### config.mk
export PLATFORM = sky130hd
export DESIGN_NAME = gb_timer
export DESIGN_NICKNAME = d
export VERILOG_FILES = /design/src/rtl/gb_io_pkg.sv /design/src/rtl/gb_bus_target.sv /design/src/rtl/gb_timer.sv
export SDC_FILE = /design/constraint.sdc
export NUM_CORES = 1
export LEC_CHECK = 0
export CAP_MARGIN = 20
export CORE_MARGIN = 4
export CORE_UTILIZATION = 59
export DETAILED_ROUTE_END_ITERATION = 10
export PLACE_DENSITY_LB_ADDON = 0.15
export RECOVER_POWER = 50
export SYNTH_ARGS = -nofsm -noshare
export SYNTH_HDL_FRONTEND = slang
export SYNTH_HIERARCHICAL = 1
export SYNTH_SLANG_ARGS = --single-unit
### constraint.sdc
create_clock -name clk -period 8.3 [get_ports clk]
set_input_delay 1.66 -clock clk [delete_from_list [all_inputs] [get_ports clk]]
set_output_delay 1.66 -clock clk [all_outputs]
set_load 0.005 [all_outputs]
### src/rtl/gb_io_pkg.sv
// Shared definitions for the memory-mapped IO blocks on the CPU bus.
// Provides bus widths, DIV/TIMA/TMA/TAC register offsets, TAC field constants,
// the TAC clock-select table, the overflow FSM state type and the bus write payload.
package gb_io_pkg;

    localparam int unsigned ADR_W  = 16;
    localparam int unsigned DATA_W = 8;
    localparam int unsigned OFS_W  = 2;
    localparam int unsigned DIV_W  = 16;
    localparam int unsigned TAC_W  = 3;
    localparam int unsigned CNT_W  = 4;

    // Register offsets from the block base address.
    localparam logic [OFS_W-1:0] OFS_DIV  = 2'd0;
    localparam logic [OFS_W-1:0] OFS_TIMA = 2'd1;
    localparam logic [OFS_W-1:0] OFS_TMA  = 2'd2;
    localparam logic [OFS_W-1:0] OFS_TAC  = 2'd3;

    // TAC fields: bit 2 enables the timer, bits 1:0 select the divider tap.
    localparam int unsigned TAC_EN_BIT = 2;

    // Divider tap per TAC[1:0] value.
    localparam logic [3:0] TAC_SEL_BIT_0 = 4'd9;
    localparam logic [3:0] TAC_SEL_BIT_1 = 4'd3;
    localparam logic [3:0] TAC_SEL_BIT_2 = 4'd5;
    localparam logic [3:0] TAC_SEL_BIT_3 = 4'd7;

    typedef enum logic [1:0] {
        RUN    = 2'd0,
        PEND   = 2'd1,
        RELOAD = 2'd2
    } ovf_state_e;

    // Committed bus write: register offset plus data byte.
    typedef struct packed {
        logic [OFS_W-1:0]  ofs;
        logic [DATA_W-1:0] data;
    } io_wr_t;

    // Timer tick signal: selected divider tap gated by the TAC enable bit.
    function automatic logic tac_tsig(input logic [DIV_W-1:0] divc,
                                      input logic [TAC_W-1:0] tac);
        logic [3:0] idx;
        case (tac[1:0])
            2'd0:    idx = TAC_SEL_BIT_0;
            2'd1:    idx = TAC_SEL_BIT_1;
            2'd2:    idx = TAC_SEL_BIT_2;
            default: idx = TAC_SEL_BIT_3;
        endcase
        return divc[idx] & tac[TAC_EN_BIT];
    endfunction

endpackage

### src/rtl/gb_bus_target.sv
// Generic 4-register bus responder for the lr35902 adr/read/write/data protocol.
// Decodes a 4-byte window at BASE_ADR, gates the read driver and turns each
// write strobe into a single one-clk commit on its rising edge.
// Ports:
//   clk, reset      system clock, synchronous active-high reset
//   adr, din        CPU address and write data
//   read, write     CPU strobes
//   ddrv            combinational: this block drives the read bus
//   rd_ofs_c        combinational: register offset being read
//   wr_vld_c        combinational: write commits on this clk edge
//   wr_c            combinational: committed write offset and data
module gb_bus_target
    import gb_io_pkg::*;
#(
    parameter logic [ADR_W-1:0] BASE_ADR = 16'hff04
) (
    input  logic              clk,
    input  logic              reset,
    input  logic [ADR_W-1:0]  adr,
    input  logic [DATA_W-1:0] din,
    input  logic              read,
    input  logic              write,
    output logic              ddrv,
    output logic [OFS_W-1:0]  rd_ofs_c,
    output logic              wr_vld_c,
    output io_wr_t            wr_c
);

    logic sel_c;
    logic write_q;

    // Window match ignores the two offset bits.
    assign sel_c = (adr[ADR_W-1:OFS_W] == BASE_ADR[ADR_W-1:OFS_W]);

    // The CPU samples read data in the same clk, so the read path is unregistered.
    assign ddrv     = read & sel_c;
    assign rd_ofs_c = adr[OFS_W-1:0];

    // Write strobe delayed one clk for rising-edge detection.
    always_ff @(posedge clk) begin
        if (reset) begin
            write_q <= 1'b0;
        end else begin
            write_q <= write;
        end
    end

    // Exactly one commit per strobe, on its first clk.
    always_comb begin
        wr_vld_c     = write & ~write_q & sel_c;
        wr_c.ofs     = adr[OFS_W-1:0];
        wr_c.data    = din;
    end

endmodule

### src/rtl/gb_timer.sv
// DIV/TIMA/TMA/TAC timer responding on the CPU bus at BASE_ADR..BASE_ADR+3.
// A 16-bit free-running divider feeds a selectable tap; each falling edge of
// the gated tap increments TIMA. A TIMA overflow holds TIMA at zero for
// OVF_DELAY clks, then reloads it from TMA and pulses irq for one clk.
// Build option GB_TIMER_DIV_GLITCH_EN: when defined, DIV/TAC writes that drop
// the gated tap from 1 to 0 cause an extra TIMA increment; when undefined such
// writes never cause increments.
// Ports:
//   clk, reset  system clock, synchronous active-high reset
//   adr, din    CPU address and write data
//   read, write CPU strobes
//   dout, ddrv  combinational read data and bus drive enable
//   irq         one-clk timer interrupt pulse
module gb_timer
    import gb_io_pkg::*;
#(
    parameter logic [ADR_W-1:0] BASE_ADR  = 16'hff04,
    parameter int unsigned      OVF_DELAY = 4
) (
    input  logic              clk,
    input  logic              reset,
    input  logic [ADR_W-1:0]  adr,
    input  logic [DATA_W-1:0] din,
    input  logic              read,
    input  logic              write,
    output logic [DATA_W-1:0] dout,
    output logic              ddrv,
    output logic              irq
);

    localparam logic [CNT_W-1:0] CNT_LOAD = CNT_W'(OVF_DELAY - 1);

    logic [OFS_W-1:0]  rd_ofs_c;
    logic              wr_vld_c;
    io_wr_t            wr_c;

    logic [DIV_W-1:0]  divc;
    logic [DATA_W-1:0] tima;
    logic [DATA_W-1:0] tma;
    logic [TAC_W-1:0]  tac;
    logic              tsig_q;
    ovf_state_e        state;
    logic [CNT_W-1:0]  cnt;

    logic              wr_div;
    logic              wr_tima;
    logic              wr_tma;
    logic              wr_tac;
    logic [DIV_W-1:0]  divc_nxt;
    logic [DATA_W-1:0] tma_nxt;
    logic [TAC_W-1:0]  tac_nxt;
    logic              tsig_c;
    logic              tick_c;
    logic              tsig_q_nxt;
    ovf_state_e        state_nxt;
    logic [CNT_W-1:0]  cnt_nxt;
    logic [DATA_W-1:0] tima_nxt;
    logic              irq_nxt;

    gb_bus_target #(
        .BASE_ADR (BASE_ADR)
    ) u_bus (
        .clk      (clk),
        .reset    (reset),
        .adr      (adr),
        .din      (din),
        .read     (read),
        .write    (write),
        .ddrv     (ddrv),
        .rd_ofs_c (rd_ofs_c),
        .wr_vld_c (wr_vld_c),
        .wr_c     (wr_c)
    );

    // Per-register write commits.
    assign wr_div  = wr_vld_c & (wr_c.ofs == OFS_DIV);
    assign wr_tima = wr_vld_c & (wr_c.ofs == OFS_TIMA);
    assign wr_tma  = wr_vld_c & (wr_c.ofs == OFS_TMA);
    assign wr_tac  = wr_vld_c & (wr_c.ofs == OFS_TAC);

    // Divider and configuration next values.
    assign divc_nxt = wr_div ? '0 : divc + DIV_W'(1);
    assign tma_nxt  = wr_tma ? wr_c.data : tma;
    assign tac_nxt  = wr_tac ? wr_c.data[TAC_W-1:0] : tac;

    // Falling edge of the gated divider tap.
    assign tsig_c = tac_tsig(divc, tac);
    assign tick_c = tsig_q & ~tsig_c;

`ifdef GB_TIMER_DIV_GLITCH_EN
    // Edge detector follows the muxed signal, so write-induced drops count.
    assign tsig_q_nxt = tsig_c;
`else
    // Resync the edge detector to post-write values so writes never tick.
    assign tsig_q_nxt = (wr_div | wr_tac) ? tac_tsig(divc_nxt, tac_nxt) : tsig_c;
`endif

    // Overflow FSM and TIMA next value.
    always_comb begin
        state_nxt = state;
        cnt_nxt   = cnt;
        tima_nxt  = tima;
        irq_nxt   = 1'b0;
        case (state)
            RUN: begin
                // A CPU write beats a same-clk increment.
                if (wr_tima) begin
                    tima_nxt = wr_c.data;
                end else if (tick_c) begin
                    if (tima == '1) begin
                        tima_nxt  = '0;
                        cnt_nxt   = CNT_LOAD;
                        state_nxt = PEND;
                    end else begin
                        tima_nxt = tima + DATA_W'(1);
                    end
                end
            end
            PEND: begin
                // A TIMA write here cancels the pending reload and interrupt.
                if (wr_tima) begin
                    tima_nxt  = wr_c.data;
                    state_nxt = RUN;
                end else begin
                    if (tick_c) begin
                        tima_nxt = tima + DATA_W'(1);
                    end
                    if (cnt == '0) begin
                        tima_nxt  = tma_nxt;
                        irq_nxt   = 1'b1;
                        state_nxt = RELOAD;
                    end else begin
                        cnt_nxt = cnt - CNT_W'(1);
                    end
                end
            end
            RELOAD: begin
                // TIMA tracks TMA for this clk; TIMA writes and ticks are dropped.
                tima_nxt  = tma_nxt;
                state_nxt = RUN;
            end
            default: begin
                state_nxt = RUN;
            end
        endcase
    end

    // State register for the timer core.
    always_ff @(posedge clk) begin
        if (reset) begin
            divc   <= '0;
            tima   <= '0;
            tma    <= '0;
            tac    <= '0;
            tsig_q <= 1'b0;
            state  <= RUN;
            cnt    <= '0;
            irq    <= 1'b0;
        end else begin
            divc   <= divc_nxt;
            tima   <= tima_nxt;
            tma    <= tma_nxt;
            tac    <= tac_nxt;
            tsig_q <= tsig_q_nxt;
            state  <= state_nxt;
            cnt    <= cnt_nxt;
            irq    <= irq_nxt;
        end
    end

    // Read mux; unused TAC bits read as ones.
    always_comb begin
        dout = '0;
        if (ddrv) begin
            case (rd_ofs_c)
                OFS_DIV:  dout = divc[DIV_W-1:DIV_W-DATA_W];
                OFS_TIMA: dout = tima;
                OFS_TMA:  dout = tma;
                OFS_TAC:  dout = {{(DATA_W-TAC_W){1'b1}}, tac};
                default:  dout = '0;
            endcase
        end
    end

endmodule

# After elaboration in Yosys (flattened, before gate mapping)
# Cells that the tools add are included.
# totals
memories	0
elab_cells	90
regBits	44
inputBits	28
mem_bits_ro	0
ramBits	0
output_inout_bits	10
latch_bits	0
# op_classes
eq_ne	19
muxes	32
n_reduce_logical	11
div_mod_pow	0
order_cmp	2
addsub	3
n_bitwise	14
multipliers	0
n_shift	0
# op_table
operator	count
$mux 8	8
$pmux 8 s4	1
$pmux 4 s3	2
$pmux 8 s3	1
$mux 4	5
$add 16x1->16 const B	1
$mux 16	1
$eq 14x14->1 const B	1
$and 1x1->1	10
$eq 2x2->1 const B	5
$lt 4x5->1 const B	2
$mux 2	5
$ne 2x2->1 const B	5
$add 8x1->8 const B	1
$bmux 1 s4	2
$eq 2x1->1 const B	4
$eq 8x8->1 const B	1
$logic_not 2->1	4
$pmux 4 s2	1
$ne 3x3->1 const B	2
$reduce_and 6->1	1
$logic_not 4->1	1
$mux 1	4
$ne 4x4->1 const B	1
10 further kinds	12

# Depth between registers and ports, before layout
# Gate-level depths: netlist (run 1).
# depth
ltp_word	11
mapped_depth	9
depth_no_buf	7

# By module
# The synthesis (run 1) kept the hierarchy.
# by_module_without_submodules
module	area_each_um2	seq_area_each_um2	cells_each	instances
gb_timer	2600.0	860.8	310	1
gb_bus_target	170.2	20.0	21	1

# Least setup slack after synthesis (run 1)
# Ideal clock, no wire load.
# synth_path
path_kind	input to output
startpoint	in adr[3]
endpoint	out dout[3]
path_slack_ns	3.367
path_buffers	0
required_time_ns	6.640
cell_stages	3
arrival_ns	3.273
cell_sequence	or4b_1 -> nor4_1 -> o221a_2
# synth_via
elab_chain_len	3
# synth_rtl
element	line	text
start, declared	gb_timer.sv:22	input logic [ADR_W-1:0] adr,
$eq 14x14->1	gb_bus_target.sv:33	assign sel_c = (adr[ADR_W-1:OFS_W] == BASE_ADR[ADR_W-1:OFS_W]);
$and 1x1->1	gb_bus_target.sv:36	assign ddrv = read & sel_c;
named net ddrv	gb_timer.sv:27	output logic ddrv,
$mux 8	gb_timer.sv:174	if (ddrv) begin
end, declared	gb_timer.sv:26	output logic [DATA_W-1:0] dout,
# The timed path passes the listed nets, and every way through them passes these cells.

# Worst setup path in the final report (run 1)
# layout_path
startpoint	in adr[3]
endpoint	out dout[3]
# layout_via
elab_chain_len	3
# layout_rtl
element	line
$eq 14x14->1	gb_bus_target.sv:33
$and 1x1->1	gb_bus_target.sv:36
$mux 8	gb_timer.sv:174
# Every way passes these cells.

==> run_results.csv, run 1 <==
group,metric,value,unit
outcome,outcome,"completed",
yosys,seq_area_frac_synth,0.318,
pwr,power.leakage,0.00115,uW
setup_path,end_kind,"output port",
cts,cts_tree,"yes",
cts,clk_pin_slew,0.08,ns
timing,finalHoldViolCount,0,
finish,fill_cells,378,
yosys,mappedNetlistArea,2770,um2
detailed_routing,dr.pass1.iters,5,
setup_path,crit_arrival,3.91,ns
cts,clock-root-buffer,"clkbuf_8",
setup_path,cpPeakStageDelay,0.56,ns
yosys,synth_nets,367,
grt,overflow,0,
cts,clk_path_buf_depth,2,
detailed_routing,wl_per_cell,17.2,um
grt,first_global_vias,2414,
place,port_buffers,37,
setup_path,crit_buf_inv,3,
grt,grt_pass1_wl,11500,um
setup_path,cp-start-kind,"primary input",
yosys,syn_inst,331,
yosys,yosys.area_share.adder,0.0361,
timing,finalSetupTns,0,ns
pwr,total_power,368,uW
yosys,synth-edff-count,0,
finish,fin_nets,383,
place,placed_cells,392,
detailed_routing,antenna_left,0,
floorplan,io_pins,38,
setup_path,cp_slowest_cell,"or4b_1",
detailed_routing,drtIter0Drc,256,
yosys,synth_simple_gate_area_frac,0.243,
finish,postLayoutCoreUtil,0.706,
finish,instances_no_fill,399,
floorplan,coreArea,4440,um2
timing,rsz0062_at_grt,"false",
run,drv_cap,0,
yosys,synth_top_family_by_area,"simple AND/OR/NAND/NOR gates",
floorplan,rows,24,
setup_path,required,6.64,ns
yosys,muxShareOfSynthArea,0.0858,
detailed_routing,vias,2565,
grt,grt_max_degree,21,
floorplan,die_h,76.5,um
floorplan,initial_core_util,0.623,
hold_path,hold_path_class,"reg -> reg",
yosys,synth-async-reset-ratio,0,
cts,cts_setup_buffers,0,
pwr,vdd_drop_max,0.0853,mV
cts,numCtsBuffers,5,
yosys,synth-xor-area-share,0.0443,
finish,seq_area,881,um2
yosys,ys_dominant_reg_cell,"dfxtp_1",
timing,relSlewSlack,0.432,
yosys,syn_avg_cell_area,8.37,um2
setup_path,criticalPathCategory,"in -> out",
detailed_routing,via_per_inst,6.43,
yosys,synth_cell_types,58,
cts,cts_hold_buf,0,
cts,h-tree-depth,2,
setup_path,crit_path_max_fanout,9,
timing,finalMaxSlewViolations,0,
place,place_congestion,0.907,
cts,cts_num_sinks,44,
timing,min_period,5.57,ns
timing,max_freq,180,MHz
finish,multiInputGateArea,1690,um2
grt,antenna_found_initial,0,
finish,antenna_cells,0,
setup_path,reg2reg_slack,5.64,ns
grt,grt_util_all_layers,0.243,
yosys,synth-compound-area-share,0.202,
finish,drive_above_1_share,0.0749,
timing,fin_crit_sh,0.671,
yosys,ys_ff_latch,44,
detailed_routing,remaining_drc_errors,0,
finish,area_growth,13.2,%
floorplan,die_w,76.5,um
setup_path,crit_chain,"dlygate4sd3_1 -> or4b_1 -> nor4_1 -> buf_4 -> o221a_2 -> clkdlybuf4s50_1",
place,dp_hpwl,4980,um
cts,clock_latency,0.30,ns
timing,tightest_slew,0.853,ns
setup_path,cpLargestDelayFamily,"buffers and inverters",
pwr,p_per_area,117,nW/um2
yosys,synth-warning-count,6,
timing,finalClockSkew,0.00746,ns
timing,hold_ws,0.498,ns
floorplan,dieArea,5860,um2
cts,cts_resized,0,
timing,final-setup-viol-count,0,
detailed_routing,wirelength,6840,um
## cell families after synthesis
logic type      after synthesis
simple gates                123
compound gates               84
flops                        44
buf+inv                      40
mux                          18
xor+xnor                     14
fa+ha+maj                     8
## per-stage QoR
| stage | setup slack [ns] | area [um2] |
|---|---|---|
| 2_1_floorplan | 3.37 | 2770 |
| 3_3_place_gp | 2.87 | 3060 |
| 3_5_place_dp | 2.80 | 3060 |
| 4_1_cts | 2.80 | 3140 |
| 5_1_grt | 2.64 | 3140 |
| 6_report | 2.73 | 3140 |
## Yosys cell counts (7+ instances only)
cell	n	area, um2
nor2_1	36	135
nor3_1	7	35.0
o21ai_0	20	100
dfxtp_1	44	881
nand3_1	18	90.1
buf_4	12	90.1
clkbuf_1	16	60.1
mux2i_1	8	80.1
xor2_1	10	87.6
ha_1	8	100
a21oi_1	21	105
nand2_1	11	41.3
inv_1	10	37.5
## sequential cells by signal, summed over array words and instances (netlist names)
| name | count |
|---|---|
| divc | 16 |
| tsig_q | 1 |
| tma | 8 |
| tima | 8 |
| tac | 3 |
| u_bus/write_q | 1 |
| cnt | 4 |
| irq | 1 |
| state | 2 |
## path summary, 6_finish.rpt
check	startpoint	end	cells after the start
setup / recovery	adr[3]	dout[3]	6
hold / removal	divc[0]	divc[0]	1
setup reg to reg	u_bus/write_q	tima[6]	7
hold reg to reg	divc[0]	divc[0]	1
## cell usage in the layout, fill, tap and decap left out, types with 2 or more instances in the layout
master and n:
a21o_1 3, a21oi_1 21, a221oi_1 3, a222oi_1 2, a31oi_1 6, and2_1 5
and3_1 2, and3b_1 3, and4_1 6, clkbuf_1 2, clkbuf_8 5, clkdlybuf4s50_1 34
dfxtp_1 44, dlygate4sd3_1 3, ha_1 8, inv_1 10, mux2_2 5, mux2i_1 8
mux4_2 4, nand2_1 11, nand2b_1 5, nand3_1 18, nand3b_1 2, nand4_1 6
nand4b_1 2, nor2_1 36, nor2b_1 2, nor3_1 7, nor3b_1 3, nor4_1 2
o211ai_1 4, o21a_1 2, o21ai_0 20, o221a_2 5, o22ai_1 4, o31ai_1 2
or3_1 5, xnor2_1 4, xor2_1 10
## area by class of cell
class	instances	area share
timing repair buffer	39	0.122
clock buffer	6	0.0231
inverter	10	0.0120
sequential	44	0.281
tap	52	0.0208
multi-input combinational	247	0.540
clock inverter	1	0.00160
## layer usage
metal	GRT usage	vias to the layer above	share of wire
li1	-	1246	-
met5	0	-	0
met2	0.373	113	0.45
met1	0.323	1192	0.46
met3	0.0674	14	0.072
met4	0.0924	0	0.023
## worst register-to-register path, cell delays in order (launching register included)
cell and delay (ns):
dfxtp_1 0.30, nand4b_1 0.17, nor4_1 0.19, clkbuf_1 0.33, nand3b_1 0.49, a31oi_2 0.79, o21ai_0 0.15, a31oi_1 0.17
## power by group
| group | total (uW) | internal [uW] | switching [uW] |
|---|---|---|---|
| Sequential | 214 | 212 | 1.91 |
| Combinational | 26.3 | 14.9 | 11.4 |
| Clock | 127 | 57.2 | 70.1 |
No activity file was read; power rests on OpenSTA's default activity.
==> run 2: changes to the inputs <==
- CORE_UTILIZATION: 59 -> 55
- clock period: 8.3 -> 5.5 ns (I/O delays scaled with it)
==> run 2 against run 1 <==
- non-clock buffer count unchanged
- hold slack gained 0.0016 ns
- routed wire length fell by 0.39%
- clock-buffer cell count unchanged
- worst setup slack worse by 1.7 ns
- clock power is 93% higher
- largest power group unchanged
- sequential share of layout area decreased by 0.43 points
- clock skew fell by 0.0029 ns
==> run_results.csv, run 2 (synthesized netlist as in run 1, its figures left out) <==
group,metric,value,unit
finish,top_register,"divc",
cts,cts_hold_buf,0,
floorplan,die_h,79.0,um
finish,final_cell_mix,"dfxtp_1 (44), nor2_1 (36), clkdlybuf4s50_1 (34)",
timing,final-setup-viol-count,0,
pwr,power.leakage,0.00116,uW
timing,finalClockSkew,0.00452,ns
timing,finalHoldViolCount,0,
pwr,vdd_drop_max,0.179,mV
floorplan,initial_core_util,0.579,
setup_path,r2r_cells,8,
place,place_congestion,0.902,
detailed_routing,drtIter0Drc,236,
cts,numCtsBuffers,5,
timing,fin_ws,1.04,ns
grt,first_global_vias,2512,
timing,fin_crit_sh,0.811,
grt,grt_util_all_layers,0.234,
timing,rsz0062_at_grt,"false",
detailed_routing,remaining_drc_errors,0,
detailed_routing,via_per_inst,6.07,
timing,finalMaxSlewViolations,0,
detailed_routing,dr.pass1.iters,5,
timing,tightest_slew,0.864,ns
cts,cts_num_sinks,44,
setup_path,criticalPathCategory,"in -> out",
finish,antenna_cells,0,
floorplan,coreArea,4790,um2
detailed_routing,wl_per_cell,16.4,um
cts,h-tree-depth,2,
timing,min_period,4.46,ns
grt,grt_pass1_wl,11800,um
timing,finalSetupTns,0,ns
cts,clock-root-buffer,"clkbuf_8",
detailed_routing,vias,2520,
finish,area_growth,15.0,%
hold_path,hold_path_class,"reg -> reg",
floorplan,io_pins,38,
timing,max_freq,224,MHz
setup_path,crit_arrival,3.36,ns
setup_path,crit_path_max_fanout,9,
setup_path,end_kind,"output port",
finish,reg.largest.list,"divc: 16 flops, tima: 8 flops, tma: 8 flops",
finish,layout_commonest_cell,"dfxtp_1",
pwr,p_per_area,191,nW/um2
cts,clk_pin_slew,0.08,ns
floorplan,dieArea,6240,um2
detailed_routing,wirelength,6820,um
place,port_buffers,37,
grt,antenna_found_initial,0,
place,dp_hpwl,4920,um
floorplan,rows,25,
finish,drive_above_1_share,0.0776,
cts,cts_setup_buffers,0,
cts,clk_path_buf_depth,2,
floorplan,die_w,79.0,um
setup_path,cp-start-kind,"primary input",
cts,cts_resized,0,
grt,grt_max_degree,21,
detailed_routing,antenna_left,0,
grt,overflow,0,
finish,fin_nets,383,
finish,largest_reg_flops,16,
run,drv_cap,0,
timing,relSlewSlack,0.424,
setup_path,required,4.40,ns
hold_path,min_path_cells,1,
place,dp_worst_setup_slack,1.14,ns
outcome,outcome,"completed",
cts,clock_latency,0.30,ns
cts,cts_tree,"yes",
[run 2: cell count changes in the layout (fill, tap and decap cells not counted), sizes merged]
| cell | delta |
|---|---|
| bufinv | +1 |
[run 2: layout make-up]
cell class	count	area (um2)
inverter	10	37.5
timing repair buffer	39	382
fill	410	1600
clock buffer	6	72.6
sequential	44	881
tap	67	83.8
multi-input combinational	247	1690
clock inverter	2	35.0
[run 2: final timing paths]
path	startpoint	end	slack, ns
setup reg to reg	u_bus/write_q	tima[0]	2.84
hold reg to reg	divc[0]	divc[0]	0.50
hold / removal	divc[0]	divc[0]	0.50
setup / recovery	adr[3]	dout[4]	1.04
[run 2: metrics by stage]
stage | hold WS, ns | total power, uW | util | cell area [um2] | cells
4_1_cts | 0.493 | 611 | 0.666 | 3190 | 415
5_1_grt | 0.515 | 626 | 0.665 | 3180 | 415
6_report | 0.500 | 608 | 0.665 | 3180 | 415
3_3_place_gp | 0.468 | 370 | 0.644 | 3080 | 407
2_1_floorplan | 0.449 | 353 | - | 2770 | 331
3_5_place_dp | 0.475 | 370 | 0.644 | 3080 | 407
[run 2: worst max-delay path: stages]
cell and delay [ns]:
dlygate4sd3_1 0.52, or4b_1 0.55, nor4_1 0.27, buf_4 0.22, o221a_2 0.19, clkdlybuf4s50_1 0.50
[run 2: report_power, final]
part	internal [uW]	switching, uW	leakage, uW	total, uW
combinational	22.5	17.1	0.000754	39.6
sequential	320	2.62	0.000355	323
clock	135	110	0.0000552	245
[run 2: routing by layer]
metal,global-route usage,routed length [um],up-vias
met5,0,0,-
met2,0.373,3070,95
met3,0.0476,546,10
li1,-,-,1246
met4,0.0756,92,0
met1,0.318,3110,1169
==> run 3: changes to the inputs <==
- clock period: 5.5 -> 4.5 ns (I/O delays scaled with it)
==> run 3 against run 2 <==
- core utilization unchanged
- first-iteration DRC count decreased by 3.4%
- highest routed layer unchanged
- largest cell class unchanged
- clock skew increased by 0.0044 ns
==> run_results.csv, run 3 (synthesized netlist as in run 1, its figures left out) <==
group,metric,value,unit
floorplan,io_pins,38,
pwr,vdd_drop_max,0.166,mV
pwr,power.leakage,0.00117,uW
cts,clk_pin_slew,0.08,ns
setup_path,cp-start-kind,"primary input",
finish,top_register,"divc",
cts,cts_num_sinks,44,
timing,finalClockSkew,0.00896,ns
finish,layout_commonest_cell,"dfxtp_1",
floorplan,die_w,79.0,um
setup_path,r2r_cells,8,
cts,cts_setup_buffers,0,
floorplan,rows,25,
finish,largest_reg_flops,16,
timing,min_period,4.08,ns
outcome,outcome,"completed",
place,placed_cells,410,
grt,first_global_vias,2450,
finish,reg.largest.list,"divc: 16 flops, tima: 8 flops, tma: 8 flops",
timing,finalMaxSlewViolations,0,
detailed_routing,wl_per_cell,16.2,um
floorplan,coreArea,4790,um2
timing,final-setup-viol-count,0,
pwr,p_per_area,220,nW/um2
setup_path,crit_chain,"dlygate4sd3_1 -> or4b_1 -> nor4_1 -> buf_4 -> o221a_2 -> clkdlybuf4s50_1",
detailed_routing,dr.pass1.iters,5,
setup_path,cpPeakStageDelay,0.56,ns
detailed_routing,antenna_left,0,
hold_path,min_path_cells,1,
grt,grt_max_degree,21,
finish,fill_cells,420,
finish,antenna_cells,0,
cts,cts_hold_buf,0,
grt,overflow,0,
timing,tightest_slew,0.885,ns
place,dp_hpwl,5010,um
cts,clk_path_buf_depth,2,
detailed_routing,vias,2564,
setup_path,regToRegStartpoint,"u_bus/write_q",
finish,area_growth,15.0,%
grt,grt_util_all_layers,0.230,
place,place_congestion,0.905,
hold_path,min_from,"divc[0]",
timing,rsz0062_at_grt,"false",
timing,fin_crit_sh,0.907,
setup_path,cpLargestDelayFamily,"buffers and inverters",
finish,drive_above_1_share,0.0826,
detailed_routing,drtIter0Drc,228,
hold_path,min_to,"divc[0]",
detailed_routing,wirelength,6760,um
finish,final_cell_mix,"dfxtp_1 (44), nor2_1 (36), clkdlybuf4s50_1 (35)",
cts,clock_latency,0.29,ns
setup_path,crit_path_max_fanout,9,
finish,fin_nets,386,
setup_path,reg2reg_slack,1.84,ns
cts,cts_tree,"yes",
timing,finalHoldViolCount,0,
setup_path,cp_slowest_cell,"or4b_1",
floorplan,initial_core_util,0.579,
place,dp_worst_setup_slack,0.550,ns
floorplan,dieArea,6240,um2
setup_path,end_kind,"output port",
cts,numCtsBuffers,5,
timing,finalSetupTns,0,ns
setup_path,crit_buf_inv,3,
grt,antenna_found_initial,0,
detailed_routing,via_per_inst,6.13,
run,drv_cap,0,
floorplan,die_h,79.0,um
finish,instances_no_fill,418,
cts,h-tree-depth,2,
cts,cts_resized,0,
detailed_routing,remaining_drc_errors,0,
cts,clock-root-buffer,"clkbuf_8",
setup_path,rr_endpoint,"tima[0]",
setup_path,crit_arrival,3.18,ns
place,port_buffers,37,
grt,grt_pass1_wl,11600,um
timing,max_freq,245,MHz
timing,relSlewSlack,0.410,
setup_path,required,3.60,ns
setup_path,criticalPathCategory,"in -> out",
timing,fin_ws,0.421,ns
hold_path,hold_path_class,"reg -> reg",
-- run 3: cell count changes in the layout (fill, tap and decap cells not counted), sizes merged --
cell / delta
dlygate4sd3: -1
clkinv: +1
clkdlybuf4s50: +1
buf: +1
bufinv: -1
clkbuf: +2
-- run 3: final cells by class --
type	count	area, um2	share of cell area
tap	67	83.8	0.0263
multi-input combinational	247	1690	0.532
sequential	44	881	0.277
inverter	10	37.5	0.0118
timing repair buffer	42	397	0.125
clock inverter	2	10.0	0.00314
clock buffer	6	82.6	0.0259
-- run 3: how the worst max path moves through the flow --
stage	to	start	depth (start not counted)	slack [ns]
global route	dout[7]	adr[3]	6	0.28
floorplan	dout[3]	adr[3]	3	1.09
global placement	dout[5]	adr[3]	6	0.63
CTS	dout[7]	adr[3]	6	0.53
finish	dout[7]	adr[3]	6	0.42
detailed placement	dout[7]	adr[3]	6	0.55
-- run 3: metrics by stage --
stage	hold WS (ns)	cell area [um2]	power, uW	utilization
finish	0.501	3180	701	0.665
global route	0.543	3180	723	0.665
CTS	0.501	3200	706	0.668
detailed placement	0.480	3100	454	0.648
global placement	0.469	3100	453	0.648
floorplan	0.449	2770	431	-
-- run 3: power by group --
part | total [uW] | internal, uW | switching (uW)
Sequential | 395 | 392 | 3.21
Combinational | 49.5 | 28.3 | 21.2
Clock | 256 | 123 | 134
-- run 3: per-layer routing --
metal  wire length (um)  global-route usage  part of all wire  vias up
met2               3060               0.377              0.45      106
met1               3030               0.305              0.45     1195
met5                  0                   0                 0        -
met4                114              0.0756             0.017        0
met3                563              0.0431             0.083       12
li1                   -                   -                 -     1251
